## src/rtl/cart_bus_ctrl.sv

```systemverilog
// rtl/cart_bus_ctrl.sv - cartridge bus sequencer: timed setup/strobe/hold cycles and cartridge reset hold.
// Every pin is a register loaded from the next-state decode, so pins change only on clock edges or reset.
module cart_bus_ctrl #(
  parameter int ADDR_W     = 16,
  parameter int DATA_W     = 8,
  parameter int SETUP_CYC  = 1,
  parameter int ACCESS_CYC = 4,
  parameter int HOLD_CYC   = 1,
  parameter int RST_CYC    = 8,
  parameter logic [ADDR_W-1:0] SRAM_LO = 'hA000,
  parameter logic [ADDR_W-1:0] SRAM_HI = 'hBFFF
) (
  input  logic              clock,
  input  logic              reset_l,
  input  logic              req,
  input  logic              we,
  input  logic [ADDR_W-1:0] addr,
  input  logic [DATA_W-1:0] wdata,
  input  logic              rst_req,
  output logic              ack,
  output logic [DATA_W-1:0] rdata,
  output logic              busy,
  output logic [ADDR_W-1:0] cart_address,
  output logic [DATA_W-1:0] cart_data_out,
  output logic              cart_data_oe,
  input  logic [DATA_W-1:0] cart_data_in,
  output logic              cart_r_enable_l,
  output logic              cart_w_enable_l,
  output logic              cart_cs_sram_l,
  output logic              cart_reset_l
);

  localparam int MAX_A   = (SETUP_CYC > ACCESS_CYC) ? SETUP_CYC : ACCESS_CYC;
  localparam int MAX_B   = (HOLD_CYC > RST_CYC) ? HOLD_CYC : RST_CYC;
  localparam int MAX_CYC = (MAX_A > MAX_B) ? MAX_A : MAX_B;
  localparam int CNT_W   = $clog2(MAX_CYC + 1);

  // Counters load N-1 on entry and the state exits when the count reaches zero.
  localparam logic [CNT_W-1:0] SETUP_LD  = CNT_W'((SETUP_CYC > 0) ? SETUP_CYC - 1 : 0);
  localparam logic [CNT_W-1:0] ACCESS_LD = CNT_W'(ACCESS_CYC - 1);
  localparam logic [CNT_W-1:0] HOLD_LD   = CNT_W'((HOLD_CYC > 0) ? HOLD_CYC - 1 : 0);
  localparam logic [CNT_W-1:0] RST_LD    = CNT_W'(RST_CYC - 1);

  typedef enum logic [2:0] {RST_HOLD, IDLE, SETUP, ACCESS, HOLD} state_e;

  state_e              state_q, state_d;
  logic [CNT_W-1:0]    cnt_q, cnt_d;
  logic                we_q, we_d;
  logic                sram_q, sram_d;
  logic                accept, done, in_win;
  logic                ack_q, busy_q, oe_q, r_en_l_q, w_en_l_q, cs_l_q, crst_l_q;
  logic [DATA_W-1:0]   rdata_q, dout_q;
  logic [ADDR_W-1:0]   addr_q;

  assign in_win = (addr >= SRAM_LO) && (addr <= SRAM_HI);

  always_comb begin
    state_d = state_q;
    cnt_d   = cnt_q;
    accept  = 1'b0;
    done    = 1'b0;
    case (state_q)
      RST_HOLD: begin
        if (cnt_q == '0) state_d = IDLE;
        else             cnt_d   = cnt_q - 1'b1;
      end
      IDLE: begin
        if (rst_req) begin
          state_d = RST_HOLD;
          cnt_d   = RST_LD;
        end else if (req) begin
          accept = 1'b1;
          if (SETUP_CYC > 0) begin
            state_d = SETUP;
            cnt_d   = SETUP_LD;
          end else begin
            state_d = ACCESS;
            cnt_d   = ACCESS_LD;
          end
        end
      end
      SETUP: begin
        if (cnt_q == '0) begin
          state_d = ACCESS;
          cnt_d   = ACCESS_LD;
        end else cnt_d = cnt_q - 1'b1;
      end
      ACCESS: begin
        if (cnt_q == '0) begin
          if (HOLD_CYC > 0) begin
            state_d = HOLD;
            cnt_d   = HOLD_LD;
          end else begin
            state_d = IDLE;
            done    = 1'b1;
          end
        end else cnt_d = cnt_q - 1'b1;
      end
      HOLD: begin
        if (cnt_q == '0) begin
          state_d = IDLE;
          done    = 1'b1;
        end else cnt_d = cnt_q - 1'b1;
      end
      default: begin
        state_d = RST_HOLD;
        cnt_d   = RST_LD;
      end
    endcase
    // On the accepting edge the pins must already reflect the incoming request.
    we_d   = accept ? we : we_q;
    sram_d = accept ? in_win : sram_q;
  end

  always_ff @(posedge clock or negedge reset_l) begin
    if (!reset_l) begin
      state_q  <= RST_HOLD;
      cnt_q    <= RST_LD;
      we_q     <= 1'b0;
      sram_q   <= 1'b0;
      ack_q    <= 1'b0;
      busy_q   <= 1'b1;
      oe_q     <= 1'b0;
      r_en_l_q <= 1'b1;
      w_en_l_q <= 1'b1;
      cs_l_q   <= 1'b1;
      crst_l_q <= 1'b0;
      rdata_q  <= '0;
      dout_q   <= '0;
      addr_q   <= '0;
    end else begin
      state_q  <= state_d;
      cnt_q    <= cnt_d;
      we_q     <= we_d;
      sram_q   <= sram_d;
      ack_q    <= done;
      busy_q   <= (state_d != IDLE);
      crst_l_q <= (state_d != RST_HOLD);
      oe_q     <= we_d && (state_d inside {SETUP, ACCESS, HOLD});
      r_en_l_q <= !(!we_d && (state_d inside {SETUP, ACCESS}));
      w_en_l_q <= !(we_d && (state_d == ACCESS));
      cs_l_q   <= !(sram_d && (state_d inside {SETUP, ACCESS, HOLD}));
      if (accept) begin
        addr_q <= addr;
        if (we) dout_q <= wdata;
      end
      if (state_q == ACCESS && cnt_q == '0 && !we_q) rdata_q <= cart_data_in;
    end
  end

  assign ack             = ack_q;
  assign rdata           = rdata_q;
  assign busy            = busy_q;
  assign cart_address    = addr_q;
  assign cart_data_out   = dout_q;
  assign cart_data_oe    = oe_q;
  assign cart_r_enable_l = r_en_l_q;
  assign cart_w_enable_l = w_en_l_q;
  assign cart_cs_sram_l  = cs_l_q;
  assign cart_reset_l    = crst_l_q;

endmodule

```

## config.mk

```make
export PLATFORM = sky130hd
export DESIGN_NAME = cart_bus_ctrl
export DESIGN_NICKNAME = d
export VERILOG_FILES = /design/src/rtl/cart_bus_ctrl.sv
export SDC_FILE = /design/constraint.sdc
export NUM_CORES = 1
export LEC_CHECK = 0
export ABC_AREA = 1
export CAP_MARGIN = 20
export CORE_ASPECT_RATIO = 1.4
export CORE_UTILIZATION = 44
export CTS_BUF_LIST = sky130_fd_sc_hd__clkbuf_4 sky130_fd_sc_hd__clkbuf_8 sky130_fd_sc_hd__clkbuf_16
export DETAILED_ROUTE_END_ITERATION = 7
export GPL_ROUTABILITY_DRIVEN = 1
export PLACE_DENSITY = 0.91
export REMOVE_ABC_BUFFERS = 1
export SYNTH_ARGS = -nofsm -noshare
export SYNTH_HDL_FRONTEND = slang
export SYNTH_SLANG_ARGS = --single-unit
export TNS_END_PERCENT = 5
```

## constraint.sdc

```tcl
create_clock -name clock -period 2.25 [get_ports clock]
set_clock_uncertainty 0.05 [all_clocks]
set_input_delay 0.45 -clock clock [delete_from_list [all_inputs] [get_ports clock]]
set_output_delay 0.45 -clock clock [all_outputs]
set_load 0.005 [all_outputs]
```

# Word level (Yosys, flattened, before mapping)
# Index checks and enable logic that the tools add are counted.
# Widths: inputs -> output; s select.
# totals
regBits	48
output_inout_bits	39
word_cells	66
memories	0
inputBits	37
mem_bits_rw	0
rom_bits	0
latch_bits	0
# op_classes
n_div	0
n_mul	0
n_addsub	1
bitwise	0
eq_ne	10
muxes	19
order_cmp	2
reduce_logical	20
n_shift	0
# op_table
cell	count
$mux 4	5
$ge 16x16->1 const B	1
$le 16x16->1 const B	1
$pmux 4 s4	1
$mux 3	5
$eq 3x2->1 const B	4
$pmux 3 s4	1
$logic_and 1x1->1	7
$mux 1	7
$eq 3x3->1 const B	2
$reduce_bool 3->1	2
$logic_not 1->1	5
$logic_not 4->1	1
$reduce_and 2->1	2
$sub 4x1->4 const B	1
$eq 3x1->1 const B	1
$logic_not 3->1	1
$ne 3x1->1 const B	1
$ne 3x3->1 const B	1
$ne 2x2->1 const B	1
$reduce_bool 2->1	1
$reduce_or 2->1	1

# Logic depth before layout (Yosys ltp)
# logic_depth
word_depth	7
ltp_mapped	10
mapped_depth_nobuf	9

# Least setup slack after synthesis
# OpenSTA, ideal clock, no wires.
# synth_timing
path_kind	reg2reg
from	register cnt_q[0]
to	register rdata_q[6] (netlist: rdata[6])
slack_ns	0.625
setup_time_ns	0.074
t_required_ns	2.126
synth_period_minus_slack_ns	1.625
stages_incl_launch_ff	11
arrival_ns	1.501
cell_sequence	dfstp_2 > inv_1 > ha_1 > nand2_2 > clkinv_2 > nand2_1 > or2_1 > buf_6 > buf_6 > nand2_2 > o21ai_2
# synth_via
elab_chain_len	3
# synth_rtl
item	line	text
start, declared	47	logic [CNT_W-1:0] cnt_q, cnt_d;
start signal, assigned	133	cnt_q <= cnt_d;
$logic_not 4->1	147	if (state_q == ACCESS && cnt_q == '0 && !we_q) rdata_q <= cart_data_in;
$logic_and 1x1->1 (2 in a row)	147	
end signal, assigned	147	
end, declared	52	logic [DATA_W-1:0] rdata_q, dout_q;
# Every way passes these cells.
# A chain may end at the register's enable or synchronous reset.

# Worst setup path in the final report
# layout_timing
from	register w_en_l_q (netlist: cart_w_enable_l)
to	output cart_w_enable_l
# layout_rtl
item	line	text
start, declared	51	logic ack_q, busy_q, oe_q, r_en_l_q, w_en_l_q, cs_l_q, crst_l_q;
start signal, assigned	141	w_en_l_q <= !(we_d && (state_d == ACCESS));
end, declared	28	output logic cart_w_enable_l,
# No word-level cell between the ends.

==> impl_metrics.env <==
export IMPL_setup_violations=0
export IMPL_gr_total_overflow=0
export IMPL_die_w_um=59.6
export IMPL_cts_made_buffers=5
export IMPL_final_cell_mix="106 x nand2_1, 74 x clkdlybuf4s50_1, 41 x dfrtp_1, 24 x inv_1, 18 x nor2_1"
export IMPL_startpoint_type="register"
export IMPL_leakage_nw=1.51
export IMPL_p_seq_frac=0.397
export IMPL_die_h_um=82.7
export IMPL_clkTransAtPathRegs_ns=0.09
export IMPL_status="finished, final reports clean"
export IMPL_grt_usage=0.186
export IMPL_final_nets=359
export IMPL_root_buffer="clkbuf_8"
export IMPL_required_ns=1.75
export IMPL_ctsHtreeMaxLevel=2
export IMPL_fin_crit_sh=0.809
export IMPL_io_pins=76
export IMPL_start_util=0.454
export IMPL_rsz0062_at_grt="no"
export IMPL_cp_arrival_ns=1.32
export IMPL_antenna_found_initial=0
export IMPL_p_total_w=0.00376
export IMPL_swShare=0.313
export IMPL_cts_path_max_buffers=2
export IMPL_syn_inst=239
export IMPL_ys_warn_count=0
export IMPL_cp_cell_sequence="clkdlybuf4s50_1"
export IMPL_intPower_w=0.00258
export IMPL_num_rows=29
export IMPL_clock_fmax_mhz=550
export IMPL_syn_avg_cell_area_um2=8.55
export IMPL_vias=1781
export IMPL_async_flop_share=1.00
export IMPL_antenna_cells=0
export IMPL_grt_pass1_vias=1614
export IMPL_critical_path_max_stage_delay_ns=0.52
export IMPL_worst_path_max_delay_cell="dfstp_2"
export IMPL_ys_seq_elements=48
export IMPL_clk_latency_ns=0.30
export IMPL_cp_buffers_inverters=1
export IMPL_final_max_slew_viol_count=0
export IMPL_postRouteAntennaNets=0
export IMPL_drive_above_1_share=0.118
export IMPL_fillers=382
export IMPL_die_area_mm2=0.00493
export IMPL_area_delta_synth_final_pct=47.0
export IMPL_p_sw_w=0.00118
export IMPL_place_congestion=0.829
export IMPL_pwr_share_comb=0.407
export IMPL_grt_first_pass_wirelength_um=6910
export IMPL_layout_commonest_cell="nand2_1"
export IMPL_synthDistinctLibCells=20
export IMPL_ir_drop_uv=995
export IMPL_drt_wirelength_per_cell_um=10.9
export IMPL_detailed_place_hpwl_um=3220
export IMPL_pwr_share_clk=0.196
export IMPL_hp_class="input pin to async pin"
export IMPL_netlist_area_mm2=0.00204
export IMPL_first_pass_iters=4
export IMPL_cpLargestDelayFamily="flip-flops"
export IMPL_io_buffers=75
export IMPL_cap_violations=0
export IMPL_critPathKind="register to output port"
export IMPL_clock_sinks=48
export IMPL_crit_path_end_kind="output port"
export IMPL_power_density_mw_per_mm2=1250
export IMPL_postCtsSetupBuffers=0
export IMPL_viasPerCell=4.64
export IMPL_crit_fanout=1
export IMPL_yosysSeqAreaShare=0.592
export IMPL_period_minus_slack_ns=1.82
export IMPL_grt_max_degree=31
export IMPL_drt_wl_total_um=4200
export IMPL_holdBufCountCts=0
export IMPL_synthFlopType="dfrtp_1"
export IMPL_fin_tns_setup_ns=0
export IMPL_max_slew_worst_pin_slew_ns=0.631
export IMPL_synth_enable_flop_cells=0
export IMPL_maxSlewHeadroom=0.579
export IMPL_tritoncts="done"
export IMPL_dr_first_iter_drc_count=57
export IMPL_hold_viol_final=0
export IMPL_cts_resized=0
export IMPL_route_detailed_drc=0
export IMPL_core_area_mm2=0.00450
cell type report:
type / instances / area, µm² / share of cell area
multi-input cells: 159 / 694 / 0.231
inverters: 27 / 103 / 0.0341
clock buffers: 5 / 68.8 / 0.0229
repair buffers: 80 / 783 / 0.261
clock inverters: 3 / 68.8 / 0.0229
well taps: 62 / 77.6 / 0.0258
flip-flops and latches: 48 / 1210 / 0.403
power groups by stage:
| stage | logic [W] | clock network (W) | registers (W) |
|---|---|---|---|
| floorplan | 0.000668 | 0 | 0.00150 |
| global placement | 0.00148 | 0 | 0.00149 |
| detailed placement | 0.00154 | 0 | 0.00150 |
| CTS | 0.00154 | 0.000748 | 0.00149 |
| global route | 0.00172 | 0.000784 | 0.00154 |
| finish | 0.00153 | 0.000735 | 0.00149 |
registers in the layout, indices dropped and copies added (netlist names), 3 cells and up:
register,cells
cart_address,16
rdata,8
cnt_q,4
cart_data_out,8
state_q,3
per-stage QoR:
stage          worst slack, ns  area (µm²)  hold slack, ns   util  cells
2_1_floorplan            0.417        2010           0.104      -    234
3_3_place_gp             0.411        2870           0.407  0.637    376
3_5_place_dp             0.360        2870           0.416  0.637    376
4_1_cts                  0.421        3010           0.128  0.668    384
5_1_grt                  0.271        3010           0.150  0.668    384
6_report                 0.431        3010           0.107  0.668    384
cells in the mapped netlist (2+ instances only):
cell / instances / share of area
nand2_1: 106 / 0.19
dfrtp_1: 41 / 0.50
inv_1: 24 / 0.044
nor2_1: 18 / 0.033
nand3_1: 9 / 0.022
o21ai_2: 8 / 0.034
dfstp_2: 7 / 0.090
o21ai_0: 5 / 0.012
nand2_2: 4 / 0.012
a21oi_1: 3 / 0.0073
buf_2: 3 / 0.0073
buf_6: 2 / 0.011
inv_2: 2 / 0.0037
routing by layer:
layer	share of wire	wire length, µm	up-vias	GRT usage
li1	-	-	887	-
met2	0.53	2220	65	0.316
met3	0.075	316	6	0.0530
met4	0.012	51	0	0.0674
met5	0	0	-	0
met1	0.38	1610	823	0.224
cell families after synthesis:
| group | count (synthesis) | synth area share |
|---|---|---|
| flops | 48 | 0.592 |
| compound gates | 17 | 0.0575 |
| buf+inv | 32 | 0.0685 |
| fa+ha+maj | 1 | 0.00612 |
| simple gates | 141 | 0.276 |
final timing paths:
check	startpoint	to	slack (ns)	cells after the start
hold / removal	reset_l	rdata[7]	0.11	1
max in group asynchronous	reset_l	cnt_q[2]	1.40	2
hold reg to reg	cnt_q[0]	cnt_q[0]	0.43	2
setup / recovery	cart_w_enable_l	cart_w_enable_l	0.43	1
setup reg to reg	cnt_q[0]	cart_cs_sram_l	0.45	6
min in group clock	cnt_q[0]	cnt_q[0]	0.43	2
Note: power is estimated with default switching activity, not from simulation.
